**src/rtl/sky130_fd_io__lvc_pkg.sv**
```systemverilog
// sky130_fd_io__lvc_pkg: shared state encoding, default timing constants and timer sizing
// for the low-voltage clamp sequencer.
package sky130_fd_io__lvc_pkg;

    typedef enum logic [2:0] {
        ST_IDLE,
        ST_DEBOUNCE,
        ST_CLAMP,
        ST_HOLD,
        ST_COOLDOWN
    } lvc_state_e;

    localparam int DEF_SYNC_STAGES = 2;
    localparam int DEF_DEB_CYC     = 4;
    localparam int DEF_MIN_ON_CYC  = 16;
    localparam int DEF_COOL_CYC    = 8;
    localparam int DEF_CNT_W       = 8;

    // The shared down-timer only ever holds (max period - 1), so clog2(max) bits suffice.
    function automatic int tmr_w(input int a, input int b, input int c);
        int m;
        m = (a > b) ? a : b;
        m = (m > c) ? m : c;
        return (m < 2) ? 1 : $clog2(m);
    endfunction

endpackage

```
**src/rtl/sky130_fd_io__lvc_sync.sv**
```systemverilog
// sky130_fd_io__lvc_sync: STAGES-deep single-bit synchronizer, flops reset to 0.
module sky130_fd_io__lvc_sync
    import sky130_fd_io__lvc_pkg::*;
#(
    parameter int STAGES = DEF_SYNC_STAGES
) (
    input  logic clk,
    input  logic rst,
    input  logic d,
    output logic q
);

    logic [STAGES-1:0] sync_q, sync_d;

    always_comb sync_d = {sync_q[STAGES-2:0], d};

    always_ff @(posedge clk) begin
        if (rst) sync_q <= '0;
        else     sync_q <= sync_d;
    end

    assign q = sync_q[STAGES-1];

endmodule

```
**src/rtl/sky130_fd_io__lvc_clamp_seq.sv**
```systemverilog
// sky130_fd_io__lvc_clamp_seq: debounce / min-on / hold / cooldown sequencer for the clamp gate.
// Optional event counter enabled by defining SKY130_FD_IO_LVC_EVT_CNT_EN.
module sky130_fd_io__lvc_clamp_seq
    import sky130_fd_io__lvc_pkg::*;
#(
    parameter int SYNC_STAGES = DEF_SYNC_STAGES,
    parameter int DEB_CYC     = DEF_DEB_CYC,
    parameter int MIN_ON_CYC  = DEF_MIN_ON_CYC,
    parameter int COOL_CYC    = DEF_COOL_CYC,
    parameter int CNT_W       = DEF_CNT_W
) (
    input  logic             clk,
    input  logic             rst,
    input  logic             enable,
    input  logic             trig_async,
    input  logic             force_req,
    output logic             force_ack,
    output logic             ogc_lvc_en,
    output logic             busy,
    input  logic             evt_clr,
    output logic [CNT_W-1:0] evt_cnt
);

    localparam int TW = tmr_w(DEB_CYC, MIN_ON_CYC, COOL_CYC);
    localparam logic [TW-1:0] DEB_LD  = TW'(DEB_CYC - 1);
    localparam logic [TW-1:0] ON_LD   = TW'(MIN_ON_CYC - 1);
    localparam logic [TW-1:0] COOL_LD = TW'(COOL_CYC - 1);

    lvc_state_e    state_q, state_d;
    logic [TW-1:0] tmr_q, tmr_d;
    logic          ogc_q, ogc_d;
    logic          ack_q, ack_d;
    logic          trig_s, trig_ok, hold_ok;

    sky130_fd_io__lvc_sync #(.STAGES(SYNC_STAGES)) u_sync (
        .clk (clk),
        .rst (rst),
        .d   (trig_async),
        .q   (trig_s)
    );

    // Timer reaching zero marks the last cycle of the current phase.
    always_comb begin
        trig_ok = trig_s && enable;
        hold_ok = trig_ok || force_req;
        state_d = state_q;
        tmr_d   = tmr_q;
        case (state_q)
            ST_IDLE: begin
                if (force_req) begin
                    state_d = ST_CLAMP;
                    tmr_d   = ON_LD;
                end else if (trig_ok) begin
                    state_d = ST_DEBOUNCE;
                    tmr_d   = DEB_LD;
                end
            end
            ST_DEBOUNCE: begin
                if (force_req || tmr_q == '0) begin
                    state_d = ST_CLAMP;
                    tmr_d   = ON_LD;
                end else if (!trig_ok) begin
                    state_d = ST_IDLE;
                    tmr_d   = '0;
                end else begin
                    tmr_d = tmr_q - 1'b1;
                end
            end
            ST_CLAMP: begin
                if (tmr_q != '0) begin
                    tmr_d = tmr_q - 1'b1;
                end else begin
                    state_d = hold_ok ? ST_HOLD : ST_COOLDOWN;
                    tmr_d   = hold_ok ? '0 : COOL_LD;
                end
            end
            ST_HOLD: begin
                state_d = hold_ok ? ST_HOLD : ST_COOLDOWN;
                tmr_d   = hold_ok ? '0 : COOL_LD;
            end
            ST_COOLDOWN: begin
                state_d = (tmr_q == '0) ? ST_IDLE : ST_COOLDOWN;
                tmr_d   = (tmr_q == '0) ? '0 : tmr_q - 1'b1;
            end
            default: begin
                state_d = ST_IDLE;
                tmr_d   = '0;
            end
        endcase
        ogc_d = (state_d == ST_CLAMP) || (state_d == ST_HOLD);
        ack_d = force_req && ogc_q;
    end

    always_ff @(posedge clk) begin
        if (rst) begin
            state_q <= ST_IDLE;
            tmr_q   <= '0;
            ogc_q   <= 1'b0;
            ack_q   <= 1'b0;
        end else begin
            state_q <= state_d;
            tmr_q   <= tmr_d;
            ogc_q   <= ogc_d;
            ack_q   <= ack_d;
        end
    end

    assign ogc_lvc_en = ogc_q;
    assign force_ack  = ack_q;
    assign busy       = state_q != ST_IDLE;

`ifdef SKY130_FD_IO_LVC_EVT_CNT_EN
    logic [CNT_W-1:0] evt_cnt_q, evt_cnt_d;
    logic             evt_inc;

    // A clear coinciding with a new event still records that event.
    always_comb begin
        evt_inc   = (state_d == ST_CLAMP) && (state_q != ST_CLAMP);
        evt_cnt_d = evt_clr ? CNT_W'(evt_inc)
                  : (evt_inc && !(&evt_cnt_q)) ? evt_cnt_q + 1'b1 : evt_cnt_q;
    end

    always_ff @(posedge clk) begin
        if (rst) evt_cnt_q <= '0;
        else     evt_cnt_q <= evt_cnt_d;
    end

    assign evt_cnt = evt_cnt_q;
`else
    logic unused_evt_clr;
    assign unused_evt_clr = evt_clr;
    assign evt_cnt        = '0;
`endif

endmodule

```
**config.mk**
```make
export PLATFORM = sky130hd
export DESIGN_NAME = sky130_fd_io__lvc_clamp_seq
export DESIGN_NICKNAME = d
export VERILOG_FILES = /design/src/rtl/sky130_fd_io__lvc_pkg.sv /design/src/rtl/sky130_fd_io__lvc_sync.sv /design/src/rtl/sky130_fd_io__lvc_clamp_seq.sv
export SDC_FILE = /design/constraint.sdc
export NUM_CORES = 1
export LEC_CHECK = 0
export CAP_MARGIN = 20
export CORE_MARGIN = 1
export CORE_UTILIZATION = 45
export CTS_BUF_LIST = sky130_fd_sc_hd__clkbuf_8
export DETAILED_ROUTE_END_ITERATION = 10
export PLACE_DENSITY_LB_ADDON = 0.3
export SYNTH_ARGS = -nofsm -noshare
export SYNTH_HDL_FRONTEND = slang
export SYNTH_SLANG_ARGS = --single-unit
```
**constraint.sdc**
```tcl
create_clock -name clk -period 1.5 [get_ports clk]
set_input_delay 0.3 -clock clk [delete_from_list [all_inputs] [get_ports clk]]
set_output_delay 0.3 -clock clk [all_outputs]
set_load 0.01 [all_outputs]
```
Word level (Yosys, flattened, before mapping). Cells that the tools add are included.

Memory bits (read-only): 0. Memories: 0. Register bits: 11. Logic and storage cells: 38. Bits in latches: 0. Bits of input ports: 6. Memory bits (writable): 0.

Bitwise logic cells: 0. Reductions and logical operators: 9. Add/sub/neg operators: 1. Multipliers: 0. Divide/modulo/power cells: 0. Magnitude comparators: 0. Mux-type cells: 16. Equal/unequal tests: 7. Shifts and indexed selects: 0.

Operator list (count): $mux 3 (8); $mux 4 (6); $pmux 4 s5 (1); $pmux 3 s5 (1); $eq 3x2->1 const B (4); $logic_not 4->1 (1); $reduce_bool 4->1 (1); $sub 4x1->4 const B (1); $eq 3x1->1 const B (1); $eq 3x3->1 const B (1); $logic_not 3->1 (1); $logic_or 1x1->1 (3); $ne 3x3->1 const B (1); $reduce_bool 3->1 (1); $logic_and 1x1->1 (2).

Logic depth before layout (Yosys ltp).
Word-level depth: 7. Depth in mapped cells: 6.

Hierarchy. From an unflattened synthesis, not the netlist that was laid out.

Cell total of the unflattened synthesis: 84. Area, all modules: 698.2 sq um.

By module, submodules not included: sky130_fd_io__lvc_clamp_seq (area each 645.6 sq um, times used 1, cells each 80); sky130_fd_io__lvc_sync (area each 52.6 sq um, times used 1, cells each 4).

Worst setup path before layout. No wires, ideal clock.

Path kind: flip-flop to flip-flop. From: reg tmr_q[0]. To: reg tmr_q[1]. Required time: 1.397 ns. Path slack: -0.054 ns. Period minus slack after synthesis: 1.554 ns. Stages on the path, launching flop included: 7. Data arrival time: 1.450 ns. Path through: dfxtp_1 > inv_1 > ha_1 > or3b_1 > a31oi_1 > o21ai_0 > a2111oi_2.

Word-level cells in the longest chain between the ends: 4. Elaborated cells on any way between the ends: 9.

RTL lines: start: declaration (RTL line sky130_fd_io__lvc_clamp_seq.sv:30) `logic [TW-1:0] tmr_q, tmr_d;`; start signal: assignment (RTL line sky130_fd_io__lvc_clamp_seq.sv:102) `tmr_q <= tmr_d;`; $sub 4x1->4 or $logic_not 4->1 (tied branches); $mux 4 or $logic_or 1x1->1 (tied branches) (RTL line sky130_fd_io__lvc_clamp_seq.sv:62, sky130_fd_io__lvc_clamp_seq.sv:59); $mux 4 (RTL line sky130_fd_io__lvc_clamp_seq.sv:59) `if (force_req || tmr_q == '0) begin`; $pmux 4 s5 * (RTL line sky130_fd_io__lvc_clamp_seq.sv:48) `case (state_q)`.

Mark *: on every way between the ends. The rest lies on a longest branch, timed or not. A chain may end at the register's enable or synchronous reset.

Worst setup path in the final report. Ends and elaborated chain as after synthesis.

==> results.md <==
| Item | This run | Unit |
|:---|:---|:---|
| Cell variety after synth | 37 | - |
| Layout-stage area growth over the synthesis result | 39.33 | % |
| Maximum clock rate | 0.6477 | GHz |
| Effective utilization at floorplan | 51.31 | % |
| Worst-case clock skew | 0.0003714 | ns |
| Kind of critical path | register to register | - |
| Setup repair after global routing missed its margin | yes | - |
| Antenna violations before repair | 0 | - |
| Overall power consumption | 1155 | uW |
| Vias post-DR | 680 | - |
| Crit path launch type | register | - |
| Number of enable-type register cells in the synthesized netlist | 0 | - |
| Fraction of layout instances using a drive strength above 1 | 37.96 | % |
| Post-route core utilization | 71.49 | % |
| Share of synthesized flip-flops with an asynchronous set or reset | 0 | % |
| Total of buffers placed on input and output ports | 7 | - |
| Setup-failing EPs final | 3 | - |
| CTS tree | done | - |
| Number of standard cells after synthesis | 82 | - |
| Clk Latency, worst-skew pair | 0.24 | ns |
| Standard cell with the maximum stage delay on the critical path | or3b_4 | - |
| H-tree levels | 1 | - |
| Worst Setup Slack post-DPL | -0.1732 | ns |
| Most used flip-flop cell after synthesis | dfxtp_1 | - |
| Number of filler instances in the final layout | 102 | - |
| Data required time of the worst path | 1.64 | ns |
| Fin crit period | 1.544 | ns |
| Violations in the final reports | negative setup slack | - |
| Reported max-cap violation count | 0 | - |
| Category of the worst setup path capture point | register | - |
| Number of remaining DRC errors | 0 | - |
| Nets | 117 | - |
| Via count of the first global-routing pass | 614 | - |
| Remaining antenna violation count | 0 | - |
| Critical path peak fanout | 2 | - |
| Family of cells with the greatest summed delay on the critical path | compound AO/OA/AOI/OAI gates | - |
| Vias/cell | 5.528 | - |
| Largest net degree at the start of global routing | 12 | - |
| Post-synthesis instance area | 709.4 | um^2 |
| Full die area | 0.001739 | mm^2 |
| Initial DRT Pass Iterations | 4 | - |
| Worst path arrival time | 1.68 | ns |
| Number of antenna cells inserted | 0 | - |
| Number of cell rows | 13 | - |
| Sequential area share after synthesis | 31.04 | % |
| Total count of hold-check failures in the final report | 0 | - |
| Average cell area after synthesis | 8.652 | um^2 |
| Flop and latch count out of synthesis | 11 | - |
| Residual overflow from global routing | 0 | - |
| Global-route wire length before repair | 2.939 | mm |
| CTS root buffer | clkbuf_8 | - |
| Final worst-path setup slack | -0.04392 | ns |
| Final max-slew violation count | 0 | - |
| Outcome | finished, violations left | - |
| Cts bufs inserted | 3 | - |
| Final worst-path cycle share | 102.9 | % |
| Maximum ir drop on the vdd rail | 693.8 | uV |
| Gp weighted congestion | 0.8108 | - |
| Total number of yosys warnings | 0 | - |
| HP Class | register to register | - |
| Cell area power density | 1169 | mW/mm^2 |
| Final WL | 1.728 | mm |
| DP Wirelength | 1.130 | mm |
| CTS Hold Buffers Added | 0 | - |
| CTS clk-pin slew, worst paths | 0.05 | ns |
| Number of design-rule violations left by the first detailed-router iteration | 6 | - |
| Wirelength per Cell | 14.05 | um |
| Y dimension of the die | 41.71 | um |
| Overall routing resource usage | 22.40 | % |
| Fin Hold WS | 0.4354 | ns |
| Horizontal die dimension | 41.71 | um |
| Number of I/O pins | 17 | - |
| Delay contributed by the slowest stage of the critical path | 0.39 | ns |
| Maximum buffer depth of the clock tree | 2 | - |
| CP cell instances | inv_2 -> ha_4 -> or3b_4 -> a31oi_4 -> o21ai_2 -> a2111oi_2 | - |
| Count of buffer and inverter cells on the critical path | 1 | - |
| Clock sinks | 11 | - |
| Static Leak | 0.0004141 | uW |
| Area of the placeable core | 0.001383 | mm^2 |
-- worst paths after layout --
| kind | startpoint | end | slack, ns | cells past startpoint |
|---|---|---|---|---|
| setup / recovery | tmr_q[0] | tmr_q[1] | -0.04 | 6 |
| hold / removal | u_sync.sync_q[0] | u_sync.sync_q[1] | 0.44 | 1 |
| setup reg to reg | tmr_q[0] | tmr_q[1] | -0.04 | 6 |
| hold reg to reg | u_sync.sync_q[0] | u_sync.sync_q[1] | 0.44 | 1 |
-- cell usage in the layout (no fill, tap or decap), drive strengths merged, types with 2 or more instances in the layout --
master         instances
clkdlybuf4s50          6
a21o                   2
a21oi                  4
nor2                   3
nor3                   3
o21a                   2
or3b                   2
nand3                  3
dfxtp                 11
o211ai                 2
inv                    3
a31oi                  2
ha                     2
xor2                   2
nor3b                  4
a211oi                 3
a2111oi                2
buf                   21
conb                   8
clkbuf                 3
nor2b                  3
o21ai                  5
-- through the flow --
| stage | cells | instance area [um^2] | setup TNS (ns) |
|---|---|---|---|
| 2_1_floorplan | 89 | 735.7 | -0.02050 |
| 3_3_place_gp | 117 | 879.6 | -0.7076 |
| 3_5_place_dp | 117 | 879.6 | -0.6604 |
| 4_1_cts | 123 | 978.4 | -0.2065 |
| 5_1_grt | 123 | 988.4 | -0.3898 |
| 6_report | 123 | 988.4 | -0.07781 |
-- cells in the mapped netlist, types with 2 or more instances --
cell | n | area [um^2]
o211ai_1 | 2 | 15.01
nor2b_1 | 3 | 18.77
nor3_1 | 3 | 15.01
ha_1 | 2 | 25.02
buf_4 | 9 | 67.56
nand3_1 | 3 | 15.01
a211oi_1 | 3 | 22.52
dfxtp_1 | 11 | 220.2
a21o_1 | 2 | 15.01
o21a_1 | 2 | 15.01
a31oi_1 | 2 | 12.51
nor3b_1 | 3 | 22.52
or3b_1 | 2 | 17.52
nor2_1 | 3 | 11.26
o21ai_0 | 5 | 25.02
xor2_1 | 2 | 17.52
inv_1 | 2 | 7.510
a21oi_1 | 4 | 20.02
-- area by class of cell --
cell class / count / area [um^2] / share of cell area, %
multi-input combinational: 63 / 473.0 / 47.85
sequential: 11 / 224.0 / 22.66
timing repair buffer: 27 / 215.2 / 21.77
clock buffer: 3 / 41.29 / 4.177
tap: 15 / 18.77 / 1.899
inverter: 3 / 11.26 / 1.139
clock inverter: 1 / 5.005 / 0.5063
-- worst register-to-register path: cells and delay by family (launching register included) --
family          cells  cell delay, ns
fa+ha+maj           1            0.13
buf+inv             1            0.07
compound gates      3            0.53
simple gates        1            0.39
flops               1            0.32
-- power by group --
part / internal [uW] / switching (uW)
Combinational: 256 / 219
Sequential: 333 / 34.9
Clock: 184 / 129
-- logic make-up (layout without fill, tap and decap cells) --
group / after synthesis / in the layout / synth area share [%]
flip-flops: 11 / 11 / 31.04
buffers and inverters: 15 / 34 / 12.87
other: 1 / 8 / 0.5286
AND/OR/NAND/NOR: 25 / 25 / 23.10
AO/OA/AOI/OAI: 26 / 26 / 26.45
XOR/XNOR: 2 / 2 / 2.470
adder cells (fa/ha/maj): 2 / 2 / 3.527
-- per-layer routing --
layer | vias to the layer above | share of wire [%] | global-route usage [%] | wire [um]
met5 | - | 0 | 0 | 0
met4 | 0 | 3.0 | 14.19 | 52
met3 | 7 | 4.1 | 5.652 | 71
met2 | 27 | 47 | 31.56 | 808
met1 | 304 | 46 | 30.11 | 795
li1 | 342 | - | - | -
-- flip-flops by register name, summed over array words and instances, names as in the netlist --
| register | count |
|---|---|
| tmr_q | 4 |
| state_q | 3 |
| u_sync.sync_q | 2 |
| force_ack | 1 |
| ogc_lvc_en | 1 |
-- what timing repair did --
| action | 4_1_cts | 5_1_grt |
|---|---|---|
| setup buffers | 2 | 0 |
| setup endpoints to repair | 5 | 9 |
| pin swaps | 1 | 2 |
| resized for setup | 12 | 8 |
Note: power is estimated with default switching activity, not from simulation.
